==> src/rtl/hub75_pkg.sv <==
// ---------------------------------------------------------------------------
// hub75_pkg
//   Shared constants and types for the HUB75 scan driver: panel geometry,
//   address/counter widths, the scan FSM state encoding and the pixel bundle.
// ---------------------------------------------------------------------------
package hub75_pkg;

   localparam int unsigned COLUMNS = 64;
   localparam int unsigned LINES   = 32;

   localparam int unsigned COL_W   = $clog2(COLUMNS);
   localparam int unsigned LINE_W  = $clog2(LINES);
   localparam int unsigned CNT_W   = 16;

   localparam logic [COL_W-1:0] LAST_COLUMN = COL_W'(COLUMNS - 1);

   typedef enum logic [1:0] {
      ST_SHIFT = 2'd0,
      ST_WAIT  = 2'd1,
      ST_BLANK = 2'd2,
      ST_LATCH = 2'd3
   } hub75_state_t;

   // One column's worth of serial data: upper half (1) and lower half (2).
   typedef struct packed {
      logic r1;
      logic g1;
      logic b1;
      logic r2;
      logic g2;
      logic b2;
   } hub75_pix_t;

endpackage

==> src/rtl/hub75_oe_timer.sv <==
// ---------------------------------------------------------------------------
// hub75_oe_timer
//   Display-time counter and registered output-enable for the panel.
//   The counter is cleared and the panel enabled by start_i (the LATCH
//   cycle); it then counts every enabled cycle and disables the panel after
//   exactly DISPLAY_CYCLES cycles. Output enable stays high out of reset
//   until the first start_i.
//
//   Ports
//     clk      in   clock
//     rst_n    in   asynchronous active-low reset
//     start_i  in   restart the display window (held for one cycle)
//     oe_n_o   out  registered panel output enable, active-low
//     done_o   out  display window ends at the end of the current cycle or
//                   has already ended
// ---------------------------------------------------------------------------
module hub75_oe_timer
   import hub75_pkg::*;
#(
   parameter int unsigned DISPLAY_CYCLES = 256
) (
   input  logic clk,
   input  logic rst_n,
   input  logic start_i,
   output logic oe_n_o,
   output logic done_o
);

   localparam logic [CNT_W-1:0] LAST_COUNT = CNT_W'(DISPLAY_CYCLES - 1);

   logic [CNT_W-1:0] cnt_q, cnt_d;
   logic             oe_n_q, oe_n_d;

   always_comb begin
      cnt_d  = cnt_q;
      oe_n_d = oe_n_q;
      if (start_i) begin
         cnt_d  = '0;
         oe_n_d = 1'b0;
      end else if (!oe_n_q) begin
         cnt_d = cnt_q + CNT_W'(1);
         if (cnt_q == LAST_COUNT) begin
            oe_n_d = 1'b1;
         end
      end
   end

   always_ff @(posedge clk or negedge rst_n) begin
      if (!rst_n) begin
         cnt_q  <= '0;
         oe_n_q <= 1'b1;
      end else begin
         cnt_q  <= cnt_d;
         oe_n_q <= oe_n_d;
      end
   end

   assign oe_n_o = oe_n_q;
   // The counter freezes at DISPLAY_CYCLES, so ">=" covers both the final
   // enabled cycle and every cycle after it.
   assign done_o = (cnt_q >= LAST_COUNT);

endmodule

==> src/rtl/hub75_scan_driver.sv <==
// ---------------------------------------------------------------------------
// hub75_scan_driver
//   Scans a 64x32 HUB75 panel (two half-panels, 1 bit per colour). For each
//   line the pattern source is addressed column by column, the six pixel
//   bits are shifted out with two clk cycles per column, the line is latched
//   and its row address applied, and the next line is shifted while the
//   latched one is displayed for DISPLAY_CYCLES cycles.
//
//   Ports
//     clk                      in   clock
//     rst_n                    in   asynchronous active-low reset
//     line[4:0]                out  line address to the pattern source
//     column[5:0]              out  column address to the pattern source
//     r1,g1,b1,r2,g2,b2        in   pixel bits for (line, column)
//     hub_clk                  out  panel shift clock
//     hub_lat                  out  panel latch
//     hub_oe_n                 out  panel output enable, active-low
//     hub_addr[4:0]            out  panel row select A..E
//     hub_r1..hub_b2           out  panel serial data
//   All outputs are registered.
// ---------------------------------------------------------------------------
module hub75_scan_driver
   import hub75_pkg::*;
#(
   parameter int unsigned DISPLAY_CYCLES = 256
) (
   input  logic              clk,
   input  logic              rst_n,
   output logic [LINE_W-1:0] line,
   output logic [COL_W-1:0]  column,
   input  logic              r1,
   input  logic              g1,
   input  logic              b1,
   input  logic              r2,
   input  logic              g2,
   input  logic              b2,
   output logic              hub_clk,
   output logic              hub_lat,
   output logic              hub_oe_n,
   output logic [LINE_W-1:0] hub_addr,
   output logic              hub_r1,
   output logic              hub_g1,
   output logic              hub_b1,
   output logic              hub_r2,
   output logic              hub_g2,
   output logic              hub_b2
);

   hub75_state_t      state_q, state_d;
   logic              phase_q, phase_d;
   logic [COL_W-1:0]  column_q, column_d;
   logic [LINE_W-1:0] line_q, line_d;
   logic              displayed_q, displayed_d;
   logic              hub_clk_q, hub_clk_d;
   logic              hub_lat_q, hub_lat_d;
   logic [LINE_W-1:0] hub_addr_q, hub_addr_d;
   hub75_pix_t        pix_q, pix_d;

   hub75_pix_t        pix_in;
   logic              oe_done;
   logic              show_done;

   assign pix_in = '{r1: r1, g1: g1, b1: b1, r2: r2, g2: g2, b2: b2};

   // Before the first latch nothing is on the panel, so there is nothing to
   // wait for.
   assign show_done = !displayed_q || oe_done;

   hub75_oe_timer #(
      .DISPLAY_CYCLES (DISPLAY_CYCLES)
   ) u_oe_timer (
      .clk     (clk),
      .rst_n   (rst_n),
      .start_i (state_q == ST_LATCH),
      .oe_n_o  (hub_oe_n),
      .done_o  (oe_done)
   );

   always_comb begin
      state_d     = state_q;
      phase_d     = phase_q;
      column_d    = column_q;
      line_d      = line_q;
      displayed_d = displayed_q;
      pix_d       = pix_q;
      hub_addr_d  = hub_addr_q;

      case (state_q)
         ST_SHIFT: begin
            phase_d = ~phase_q;
            if (!phase_q) begin
               pix_d = pix_in;
            end else begin
               column_d = column_q + COL_W'(1);
               // WAIT is passed through in zero cycles when the display
               // window is already over, giving a max(128, DISPLAY_CYCLES)+2
               // line period.
               if (column_q == LAST_COLUMN) begin
                  state_d = show_done ? ST_BLANK : ST_WAIT;
               end
            end
         end
         ST_WAIT: begin
            if (show_done) begin
               state_d = ST_BLANK;
            end
         end
         ST_BLANK: begin
            state_d = ST_LATCH;
         end
         ST_LATCH: begin
            state_d     = ST_SHIFT;
            line_d      = line_q + LINE_W'(1);
            displayed_d = 1'b1;
         end
         default: begin
            state_d = ST_SHIFT;
         end
      endcase

      // Strobe outputs are decoded from the next state so that they are
      // registered yet coincide with the state they belong to.
      hub_clk_d = (state_d == ST_SHIFT) && phase_d;
      hub_lat_d = (state_d == ST_LATCH);
      if (state_d == ST_LATCH) begin
         hub_addr_d = line_q;
      end
   end

   always_ff @(posedge clk or negedge rst_n) begin
      if (!rst_n) begin
         state_q     <= ST_SHIFT;
         phase_q     <= 1'b0;
         column_q    <= '0;
         line_q      <= '0;
         displayed_q <= 1'b0;
         hub_clk_q   <= 1'b0;
         hub_lat_q   <= 1'b0;
         hub_addr_q  <= '0;
         pix_q       <= '0;
      end else begin
         state_q     <= state_d;
         phase_q     <= phase_d;
         column_q    <= column_d;
         line_q      <= line_d;
         displayed_q <= displayed_d;
         hub_clk_q   <= hub_clk_d;
         hub_lat_q   <= hub_lat_d;
         hub_addr_q  <= hub_addr_d;
         pix_q       <= pix_d;
      end
   end

   assign line     = line_q;
   assign column   = column_q;
   assign hub_clk  = hub_clk_q;
   assign hub_lat  = hub_lat_q;
   assign hub_addr = hub_addr_q;
   assign hub_r1   = pix_q.r1;
   assign hub_g1   = pix_q.g1;
   assign hub_b1   = pix_q.b1;
   assign hub_r2   = pix_q.r2;
   assign hub_g2   = pix_q.g2;
   assign hub_b2   = pix_q.b2;

endmodule

==> config.mk <==
export PLATFORM = sky130hd
export DESIGN_NAME = hub75_scan_driver
export DESIGN_NICKNAME = d
export VERILOG_FILES = /design/src/rtl/hub75_pkg.sv /design/src/rtl/hub75_oe_timer.sv /design/src/rtl/hub75_scan_driver.sv
export SDC_FILE = /design/constraint.sdc
export NUM_CORES = 1
export LEC_CHECK = 0
export CORE_MARGIN = 3
export CORE_UTILIZATION = 45
export DETAILED_ROUTE_END_ITERATION = 7
export DONT_BUFFER_PORTS = 1
export PLACE_DENSITY = 0.68
export REMOVE_ABC_BUFFERS = 1
export SYNTH_ARGS = -nofsm -noshare
export SYNTH_HDL_FRONTEND = slang
export SYNTH_SLANG_ARGS = --single-unit
==> constraint.sdc <==
create_clock -name clk -period 1.7 [get_ports clk]
set_input_delay 0.255 -clock clk [delete_from_list [all_inputs] [get_ports clk]]
set_output_delay 0.255 -clock clk [all_outputs]
set_load 0.02 [all_outputs]
==> results of run 1 <==
-- cells in the mapped netlist (2+ instances only) --
cell	n
and3_1	4
or4_1	5
nand3_1	4
clkbuf_1	5
a21oi_1	2
ha_1	5
nand2b_1	3
o21ai_0	4
inv_1	3
dfrtp_1	44
nand2_1	14
mux2_2	12
xor2_1	9
nand4_1	9
xnor2_1	10
nor2_1	14
-- state kept, by name (all words and copies together) (netlist names) --
name / count
hub_g2: 1
hub_clk: 1
hub_lat: 1
u_oe_timer.cnt_q: 16
hub_g1: 1
state_q: 2
hub_b1: 1
hub_r1: 1
displayed_q: 1
hub_addr: 5
u_oe_timer.oe_n_o: 1
line: 5
phase_q: 1
hub_b2: 1
column: 6
hub_r2: 1
-- worst register-to-register path, cell delays in order (launching register included) --
cell and delay, ps:
dfrtp_1 360, ha_2 190, and3b_2 230, nand3_4 110, or4_4 520, a21oi_2 150
-- layer usage --
metal  global-route usage (%)  wire length (um)  part of all wire (%)  vias to the layer above
met3                     4.85               174                   4.9                        6
met1                     18.4              1510                    43                      621
met5                        0                 0                     0                        -
met4                     5.64                64                   1.8                        0
li1                         -                 -                     -                      604
met2                     25.7              1800                    51                       26
-- how the worst min path moves through the flow --
stage          slack [ps]                     to  cells past startpoint  startpoint
2_1_floorplan         -40  column[0]$_DFFE_PN0P_                      0       rst_n
3_3_place_gp          -40  column[0]$_DFFE_PN0P_                      0       rst_n
3_5_place_dp          -40  column[0]$_DFFE_PN0P_                      0       rst_n
6_report              100     hub_b2$_DFFE_PN0P_                      1          b2
4_1_cts                90     hub_b2$_DFFE_PN0P_                      1          b2
5_1_grt                90     hub_g1$_DFFE_PN0P_                      1          g1
-- final cells by class --
class,count,area share (%)
clock buffer,6,3.66
clock inverter,2,1.66
inverter,3,0.499
multi-input combinational,111,35.7
sequential,45,50.1
tap,50,2.77
timing repair buffer,15,5.66
-- power by group through the flow --
stage / Combinational [mW] / Sequential [mW] / Clock, mW
floorplan: 0.00622 / 1.11 / 0
global placement: 0.00664 / 1.11 / 0
detailed placement: 0.00753 / 1.11 / 0
CTS: 0.0357 / 1.09 / 0.867
global route: 0.0388 / 1.09 / 0.901
finish: 0.0335 / 1.09 / 0.848
-- metrics by stage --
step	util, %	power, mW
2_1_floorplan	-	1.12
3_3_place_gp	50.4	1.12
3_5_place_dp	50.4	1.12
4_1_cts	54.5	1.99
5_1_grt	55.2	2.03
6_report	55.2	1.97
-- cells in the final DEF, fill, tap and decap left out, drive strengths merged, types with 2 or more instances in the layout --
master  count
xnor2      10
ha          5
or4         5
nand2      14
nand2b      3
inv         3
xor2        9
a21oi       2
clkbuf      6
nand3       5
buf        14
mux2       12
dfrtp      44
nor2       14
and3        4
o21ai       4
nand4       9
-- logic make-up after synthesis --
| logic type | count (synthesis) | synth area share (%) |
|---|---|---|
| flops | 45 | 57.5 |
| mux | 13 | 7.41 |
| fa+ha+maj | 5 | 3.19 |
| compound gates | 12 | 4.02 |
| buf+inv | 9 | 2.11 |
| simple gates | 62 | 17.2 |
| xor+xnor | 19 | 8.49 |
-- what timing repair did --
action	in CTS	in global routing
resized for setup	3	4
buffers inserted	1	3
pin swaps	0	1
gates cloned	0	0
hold buffers	2	0
endpoints found under the hold margin	45	0
endpoints found under the setup margin	1	2
==> results.py, run 1 <==
metrics = {
    "placed_design": {
        "dpl_worst_slack_ps": -64.1,
        "hpwl_um": 2530,
        "port_buffers": 0,
        "gp_congestion": 0.823,
        "post_dp_cell_area_um2": 2060,
        "dp_cells": 218,
    },
    "die": {
        "initial_core_util_pct": 47.9,
        "die_x_um": 72.0,
        "die-area_um2": 5180,
        "ios": 33,
        "fp-row-count": 23,
        "die_h_um": 72.0,
        "coreArea_um2": 4090,
    },
    "timing": {
        "skew_ps": 5.54,
        "min_period_ps": 1630,
        "slew_headroom_pct": 76.2,
        "worst_pin_slew_ps": 358,
        "finalCritPeriodShare_pct": 95.7,
        "hold_viol": 0,
        "fin_tns_setup_ps": 0,
        "hold_ws_ps": 103,
        "setup_slack_ps": 72.9,
        "max_freq_mhz": 615,
        "drv_slew": 0,
        "setup_viol": 0,
        "rsz0062_at_grt": "no",
    },
    "logic_synthesis": {
        "yosys_warnings": 0,
        "synthFlopType": "dfrtp_1",
        "async_reset_ff_share_pct": 100,
        "ys_ff_latch": 45,
        "synthTopCellsByArea": "dfrtp_1, mux2_2, xnor2_1",
        "syn_inst": 165,
        "seq_area_frac_synth_pct": 57.5,
        "synth_edf_count": 0,
        "synth.avg_cell_area_um2": 11.9,
        "synth.cell_area_um2": 1960,
        "yosysTopAreaCell": "dfrtp_1",
        "synth_top_area_share_pct": 56.2,
        "netlist-cell-type-count": 34,
    },
    "worst_setup_path": {
        "critPathLaunch": "u_oe_timer.cnt_q[1]$_DFFE_PN0P_",
        "r2r-start": "u_oe_timer.cnt_q[1]$_DFFE_PN0P_",
        "reg2reg_to": "u_oe_timer.cnt_q[14]$_DFFE_PN0P_",
        "path_max_fanout": 7,
        "crit_path_end_kind": "flip-flop",
        "cp_data_arrival_time_ps": 1860,
        "cp_num_buf_inv": 0,
        "max_stage_delay_ps": 510,
        "worst_path_max_delay_cell": "or4_4",
        "critPathKind": "reg2reg",
        "cp-start-kind": "flip-flop",
        "rr_worst_depth": 5,
        "worst-path-stages": 5,
        "endpoint": "u_oe_timer.cnt_q[14]$_DFFE_PN0P_",
        "path_cells": "ha_2 -> and3b_2 -> nand3_4 -> or4_4 -> a21oi_2",
        "crit_required_ps": 1930,
        "r2r_slack_ps": 70,
        "crit_family": "simple AND/OR/NAND/NOR gates",
    },
    "clock_tree": {
        "cts.root.buffer_cell": "clkbuf_8",
        "clk_latency_ps": 300,
        "cts_tree": "yes",
        "cts_buffers": 5,
        "path_clk_slew_ps": 80,
        "htreeDepth": 2,
        "cts.sinks": 45,
        "cts_buffer_depth": 2,
    },
    "finish": {
        "fillers": 352,
        "fin_cells": 232,
        "layout-drive-gt1-share_pct": 24.2,
        "n_antenna_cell": 0,
        "final_area_um2": 2250,
        "multi_input_area_um2": 805,
        "nets": 194,
        "seqCellArea_um2": 1130,
        "syn2layout_area_growth_pct": 15.1,
    },
    "pwr": {
        "clock_power_share_pct": 43.0,
        "power_per_cell_area_nw_per_um2": 875,
        "internal_power_mw": 1.57,
        "cellLeakagePower_nw": 1.05,
        "p_seq_share_pct": 55.3,
        "peakVddDrop_mv": 0.517,
        "sw_frac_of_total_pct": 20.6,
        "p_switching_uw": 406,
        "pwr-share-comb_pct": 1.7,
    },
    "worst_hold_path": {
        "holdCritPathClass": "in2reg",
    },
    "drt": {
        "viasPerCell": 5.42,
        "wl_per_cell_um": 15.3,
        "drcViolationCount": 0,
        "vias": 1257,
        "drtPass1Iterations": 4,
        "drt-total-wl_um": 3560,
        "drt_iter0_drc": 85,
        "ant_nets": 0,
    },
    "grt": {
        "grt_pass1_wl_um": 6150,
        "gr-total-overflow": 0,
        "grt_start_max_net_pins": 46,
        "grt.total_usage_pct": 15.3,
        "antenna_found_initial": 0,
        "grt_pass1_vias": 1280,
    },
    "run": {
        "drv_cap": 0,
    },
    "run_status": {
        "outcome": "finished, final reports clean",
    },
}
No activity file was read; power rests on OpenSTA's default activity.
==> inputs of run 2 (changes only) <==
clock period = 1.57 ns   (was 1.7 ns; I/O delays follow)
==> results.py, run 2 (synthesized netlist as in run 1, its figures left out) <==
metrics = {
    "finish": {
        "most-common-layout-cells": "dfrtp_1, buf_4, nand2_1",
        "final_area_um2": 2310,
        "syn2layout_area_growth_pct": 17.9,
        "n_antenna_cell": 0,
        "largest-register": "u_oe_timer.cnt_q",
        "final_common_cell": "dfrtp_1",
        "seqCellArea_um2": 1130,
        "fin_util_pct": 56.6,
        "largest_reg_flops": 16,
        "fillers": 335,
        "multi_input_area_um2": 821,
        "nets": 203,
        "layout-drive-gt1-share_pct": 28.8,
    },
    "drt": {
        "ant_nets": 0,
        "drcViolationCount": 0,
        "vias": 1327,
        "drt-total-wl_um": 3750,
        "viasPerCell": 5.51,
        "wl_per_cell_um": 15.6,
        "drtPass1Iterations": 4,
        "drt_iter0_drc": 67,
    },
    "placed_design": {
        "gp_congestion": 0.858,
        "hpwl_um": 2690,
        "port_buffers": 0,
        "post_dp_cell_area_um2": 2140,
    },
    "worst_setup_path": {
        "path_cells": "ha_2 -> and3b_2 -> nand3_4 -> or4_4 -> a21oi_2",
        "reg2reg_to": "u_oe_timer.cnt_q[14]$_DFFE_PN0P_",
        "critPathKind": "reg2reg",
        "max_stage_delay_ps": 500,
        "cp-start-kind": "flip-flop",
        "rr_worst_depth": 5,
        "r2r-start": "u_oe_timer.cnt_q[1]$_DFFE_PN0P_",
        "cp_num_buf_inv": 0,
        "crit_family": "simple AND/OR/NAND/NOR gates",
        "r2r_slack_ps": 6,
        "cp_data_arrival_time_ps": 1800,
        "worst-path-stages": 5,
        "crit_path_end_kind": "flip-flop",
        "worst_path_max_delay_cell": "or4_4",
        "path_max_fanout": 5,
        "crit_required_ps": 1810,
    },
    "timing": {
        "slew_headroom_pct": 74.6,
        "max_freq_mhz": 640,
        "skew_ps": 6.77,
        "finalCritPeriodShare_pct": 99.6,
        "hold_viol": 0,
        "rsz0062_at_grt": "yes",
        "fin_tns_setup_ps": 0,
        "hold_ws_ps": 77.1,
        "min_period_ps": 1560,
        "setup_viol": 0,
        "drv_slew": 0,
        "worst_pin_slew_ps": 380,
    },
    "grt": {
        "antenna_found_initial": 0,
        "grt_pass1_wl_um": 6360,
        "gr-total-overflow": 0,
        "grt_start_max_net_pins": 46,
        "grt_pass1_vias": 1403,
        "grt.total_usage_pct": 15.9,
    },
    "die": {
        "die-area_um2": 5180,
        "die_h_um": 72.0,
        "fp-row-count": 23,
        "initial_core_util_pct": 47.9,
        "ios": 33,
        "coreArea_um2": 4090,
        "die_x_um": 72.0,
    },
    "pwr": {
        "peakVddDrop_mv": 0.363,
        "cellLeakagePower_nw": 1.08,
        "power_per_cell_area_nw_per_um2": 843,
    },
    "worst_hold_path": {
        "hold_depth": 1,
        "holdCritPathClass": "in2reg",
        "min_from": "r1",
        "worstHoldEndpoint": "hub_r1$_DFFE_PN0P_",
    },
    "clock_tree": {
        "path_clk_slew_ps": 90,
        "cts.root.buffer_cell": "clkbuf_8",
        "cts_tree": "yes",
        "cts_buffers": 5,
        "clk_latency_ps": 300,
        "cts_buffer_depth": 2,
        "cts.sinks": 45,
        "htreeDepth": 2,
    },
    "run_status": {
        "outcome": "finished, final reports clean",
    },
    "run": {
        "drv_cap": 0,
    },
}
## run 2: timing repair
| item | 4_1_cts | 5_1_grt |
|---|---|---|
| setup buffers | 1 | 1 |
| endpoints found under the hold margin | 45 | 0 |
| hold buffers | 2 | 0 |
| gates resized for setup | 4 | 8 |
| setup endpoints to repair | 2 | 6 |
| pin swaps | 1 | 5 |
## run 2: per-stage QoR
step	power, mW	setup slack (ps)	cells
after global placement	1.21	31.7	229
after global routing	2.02	-49.4	241
after floorplan	1.21	-2.88	159
after detailed placement	1.21	-90.9	229
final	1.95	6.40	241
after CTS	1.98	-5.77	240
## run 2: how the worst max path moves through the flow
stage / end / startpoint / slack (ps)
finish: u_oe_timer.cnt_q[14]$_DFFE_PN0P_ / u_oe_timer.cnt_q[1]$_DFFE_PN0P_ / 6
detailed placement: u_oe_timer.cnt_q[14]$_DFFE_PN0P_ / u_oe_timer.cnt_q[1]$_DFFE_PN0P_ / -90
global placement: u_oe_timer.cnt_q[14]$_DFFE_PN0P_ / u_oe_timer.cnt_q[1]$_DFFE_PN0P_ / 30
CTS: u_oe_timer.cnt_q[14]$_DFFE_PN0P_ / u_oe_timer.cnt_q[1]$_DFFE_PN0P_ / -6
global route: u_oe_timer.cnt_q[14]$_DFFE_PN0P_ / u_oe_timer.cnt_q[1]$_DFFE_PN0P_ / -50
floorplan: u_oe_timer.cnt_q[14]$_DFFE_PN0P_ / u_oe_timer.cnt_q[0]$_DFFE_PN0P_ / -3
## run 2: per-layer routing
metal  track usage [%]  part of all wire [%]  vias to the layer above
met5                 0                     0                        -
met4              7.31                   2.3                        0
met3              4.71                   5.5                       13
met2              27.4                    52                       41
met1              18.2                    40                      652
li1                  -                     -                      621
## run 2: final cells by class
class / count / share of cell area [%]
Clock buffer: 5 / 2.98
Timing Repair Buffer: 24 / 8.45
Sequential cell: 45 / 48.8
Inverter: 3 / 0.487
Multi-Input combinational cell: 111 / 35.5
Tap cell: 50 / 2.71
Clock inverter: 3 / 1.08
## run 2: power breakdown
| part | switching [mW] | internal [mW] | total (mW) |
|---|---|---|---|
| Combinational | 0.0235 | 0.0124 | 0.0360 |
| Clock | 0.409 | 0.321 | 0.730 |
| Sequential | 0.0157 | 1.17 | 1.18 |
| Total | 0.448 | 1.50 | 1.95 |
==> inputs of run 3 (changes only) <==
CORE_UTILIZATION = 49   (was 45)
MAX_ROUTING_LAYER = met4   (was unset)
PLACE_DENSITY = 0.72   (was 0.68)
==> results.py, run 3 (synthesized netlist as in run 1, its figures left out) <==
metrics = {
    "clock_tree": {
        "path_clk_slew_ps": 80,
        "htreeDepth": 2,
        "clk_latency_ps": 290,
        "cts_tree": "yes",
        "cts_buffers": 5,
        "cts.sinks": 45,
        "cts.root.buffer_cell": "clkbuf_8",
        "cts_buffer_depth": 2,
    },
    "pwr": {
        "internal_power_mw": 1.64,
        "clock_power_share_pct": 40.5,
        "p_switching_uw": 409,
        "power_per_cell_area_nw_per_um2": 882,
        "cellLeakagePower_nw": 1.11,
        "pwr-share-comb_pct": 1.9,
        "power_mw": 2.05,
        "p_seq_share_pct": 57.6,
        "sw_frac_of_total_pct": 19.9,
        "peakVddDrop_mv": 0.430,
    },
    "grt": {
        "grt_start_max_net_pins": 46,
        "grt_pass1_vias": 1341,
        "grt_pass1_wl_um": 6270,
        "grt.total_usage_pct": 16.9,
        "antenna_found_initial": 0,
        "gr-total-overflow": 0,
    },
    "finish": {
        "multi_input_area_um2": 805,
        "fillers": 293,
        "most-common-layout-cells": "dfrtp_1, buf_4, nor2_1, nand2_1, mux2_2",
        "nets": 205,
        "n_antenna_cell": 0,
        "fin_cells": 240,
        "largest_reg_flops": 16,
        "seqCellArea_um2": 1130,
        "largest-register": "u_oe_timer.cnt_q",
        "final_area_um2": 2320,
        "syn2layout_area_growth_pct": 18.6,
        "fin_util_pct": 62.1,
        "final_common_cell": "dfrtp_1",
        "layout-drive-gt1-share_pct": 27.1,
    },
    "drt": {
        "ant_nets": 0,
        "vias": 1358,
        "drt-total-wl_um": 3810,
        "drt_iter0_drc": 123,
        "viasPerCell": 5.66,
        "wl_per_cell_um": 15.9,
        "drcViolationCount": 0,
        "drtPass1Iterations": 4,
    },
    "worst_setup_path": {
        "path_max_fanout": 6,
        "crit_path_end_kind": "flip-flop",
        "cp-start-kind": "flip-flop",
        "crit_required_ps": 1800,
        "critPathKind": "reg2reg",
        "worst_path_max_delay_cell": "or4_4",
        "cp_data_arrival_time_ps": 1790,
        "path_cells": "ha_2 -> and3b_2 -> nand3_4 -> or4_4 -> a21oi_2",
        "r2r_slack_ps": 6,
        "max_stage_delay_ps": 500,
    },
    "die": {
        "fp-row-count": 22,
        "die_x_um": 69.2,
        "initial_core_util_pct": 52.3,
        "ios": 33,
        "coreArea_um2": 3740,
        "die-area_um2": 4790,
        "die_h_um": 69.2,
    },
    "timing": {
        "drv_slew": 0,
        "setup_viol": 0,
        "hold_viol": 0,
        "skew_ps": 6.66,
        "rsz0062_at_grt": "yes",
        "finalCritPeriodShare_pct": 99.6,
        "min_period_ps": 1560,
        "worst_pin_slew_ps": 369,
        "max_freq_mhz": 639,
        "fin_tns_setup_ps": 0,
        "slew_headroom_pct": 75.4,
    },
    "placed_design": {
        "gp_congestion": 0.852,
        "dp_cells": 228,
        "port_buffers": 0,
        "post_dp_cell_area_um2": 2150,
        "hpwl_um": 2730,
    },
    "worst_hold_path": {
        "holdCritPathClass": "in2reg",
    },
    "run": {
        "drv_cap": 0,
    },
    "run_status": {
        "outcome": "finished, final reports clean",
    },
}
[run 3: path summary, 6_finish.rpt]
kind                                                    end  depth (start not counted)                       startpoint
setup / recovery           u_oe_timer.cnt_q[14]$_DFFE_PN0P_                          5  u_oe_timer.cnt_q[0]$_DFFE_PN0P_
hold / removal                           hub_b2$_DFFE_PN0P_                          1                               b2
setup reg to reg           u_oe_timer.cnt_q[14]$_DFFE_PN0P_                          5  u_oe_timer.cnt_q[0]$_DFFE_PN0P_
hold reg to reg                     displayed_q$_DFFE_PN0P_                          1          displayed_q$_DFFE_PN0P_
max in group asynchronous       u_oe_timer.oe_n_o$_DFF_PN1_                          2                            rst_n
min in group asynchronous             column[3]$_DFFE_PN0P_                          2                            rst_n
[run 3: timing repair]
item / 4_1_cts / 5_1_grt
gates resized for setup: 2 / 5
pin swaps: 2 / 4
setup buffers: 1 / 2
endpoints found under the setup margin: 1 / 5
hold buffers: 2 / 0
endpoints found under the hold margin: 45 / 0
[run 3: final cells by class]
class | instances | share of cell area [%]
timing repair buffer | 26 | 9.36
tap | 48 | 2.58
inverter | 3 | 0.484
sequential | 45 | 48.5
multi-input combinational | 111 | 34.6
clock inverter | 2 | 1.51
clock buffer | 5 | 2.96
[run 3: stage by stage]
stage / worst slack, ps / hold WS, ps
3_5_place_dp: -16.5 / -59.0
6_report: 6.26 / 87.1
3_3_place_gp: 36.6 / -59.0
4_1_cts: 0.954 / 82.1
2_1_floorplan: -2.88 / -60.1
5_1_grt: -64.3 / 83.0
[run 3: layer usage]
layer  track usage, %  wire length [um]  up-vias  share of wire (%)
li1                 -                 -      629                  -
met1             18.7              1520      675                 40
met2             27.8              1990       42                 52
met3             5.36               202       12                5.3
met4             7.81               106        0                2.8
met5                -                 0        -                  0
[run 3: critical path, delay by kind of cell, from the launching register on]
family / cells / cell delay, ps
and+or+nand+nor: 3 / 810
AOI/OAI and AO/OA: 1 / 140
DFF: 1 / 370
adders and majority gates: 1 / 180
[run 3: power by group through the flow]
stage / clock, mW / sequential [mW] / combinational, mW
CTS: 0.855 / 1.18 / 0.0409
global placement: 0 / 1.20 / 0.00702
floorplan: 0 / 1.20 / 0.00673
global route: 0.888 / 1.18 / 0.0445
detailed placement: 0 / 1.20 / 0.00785
finish: 0.832 / 1.18 / 0.0388
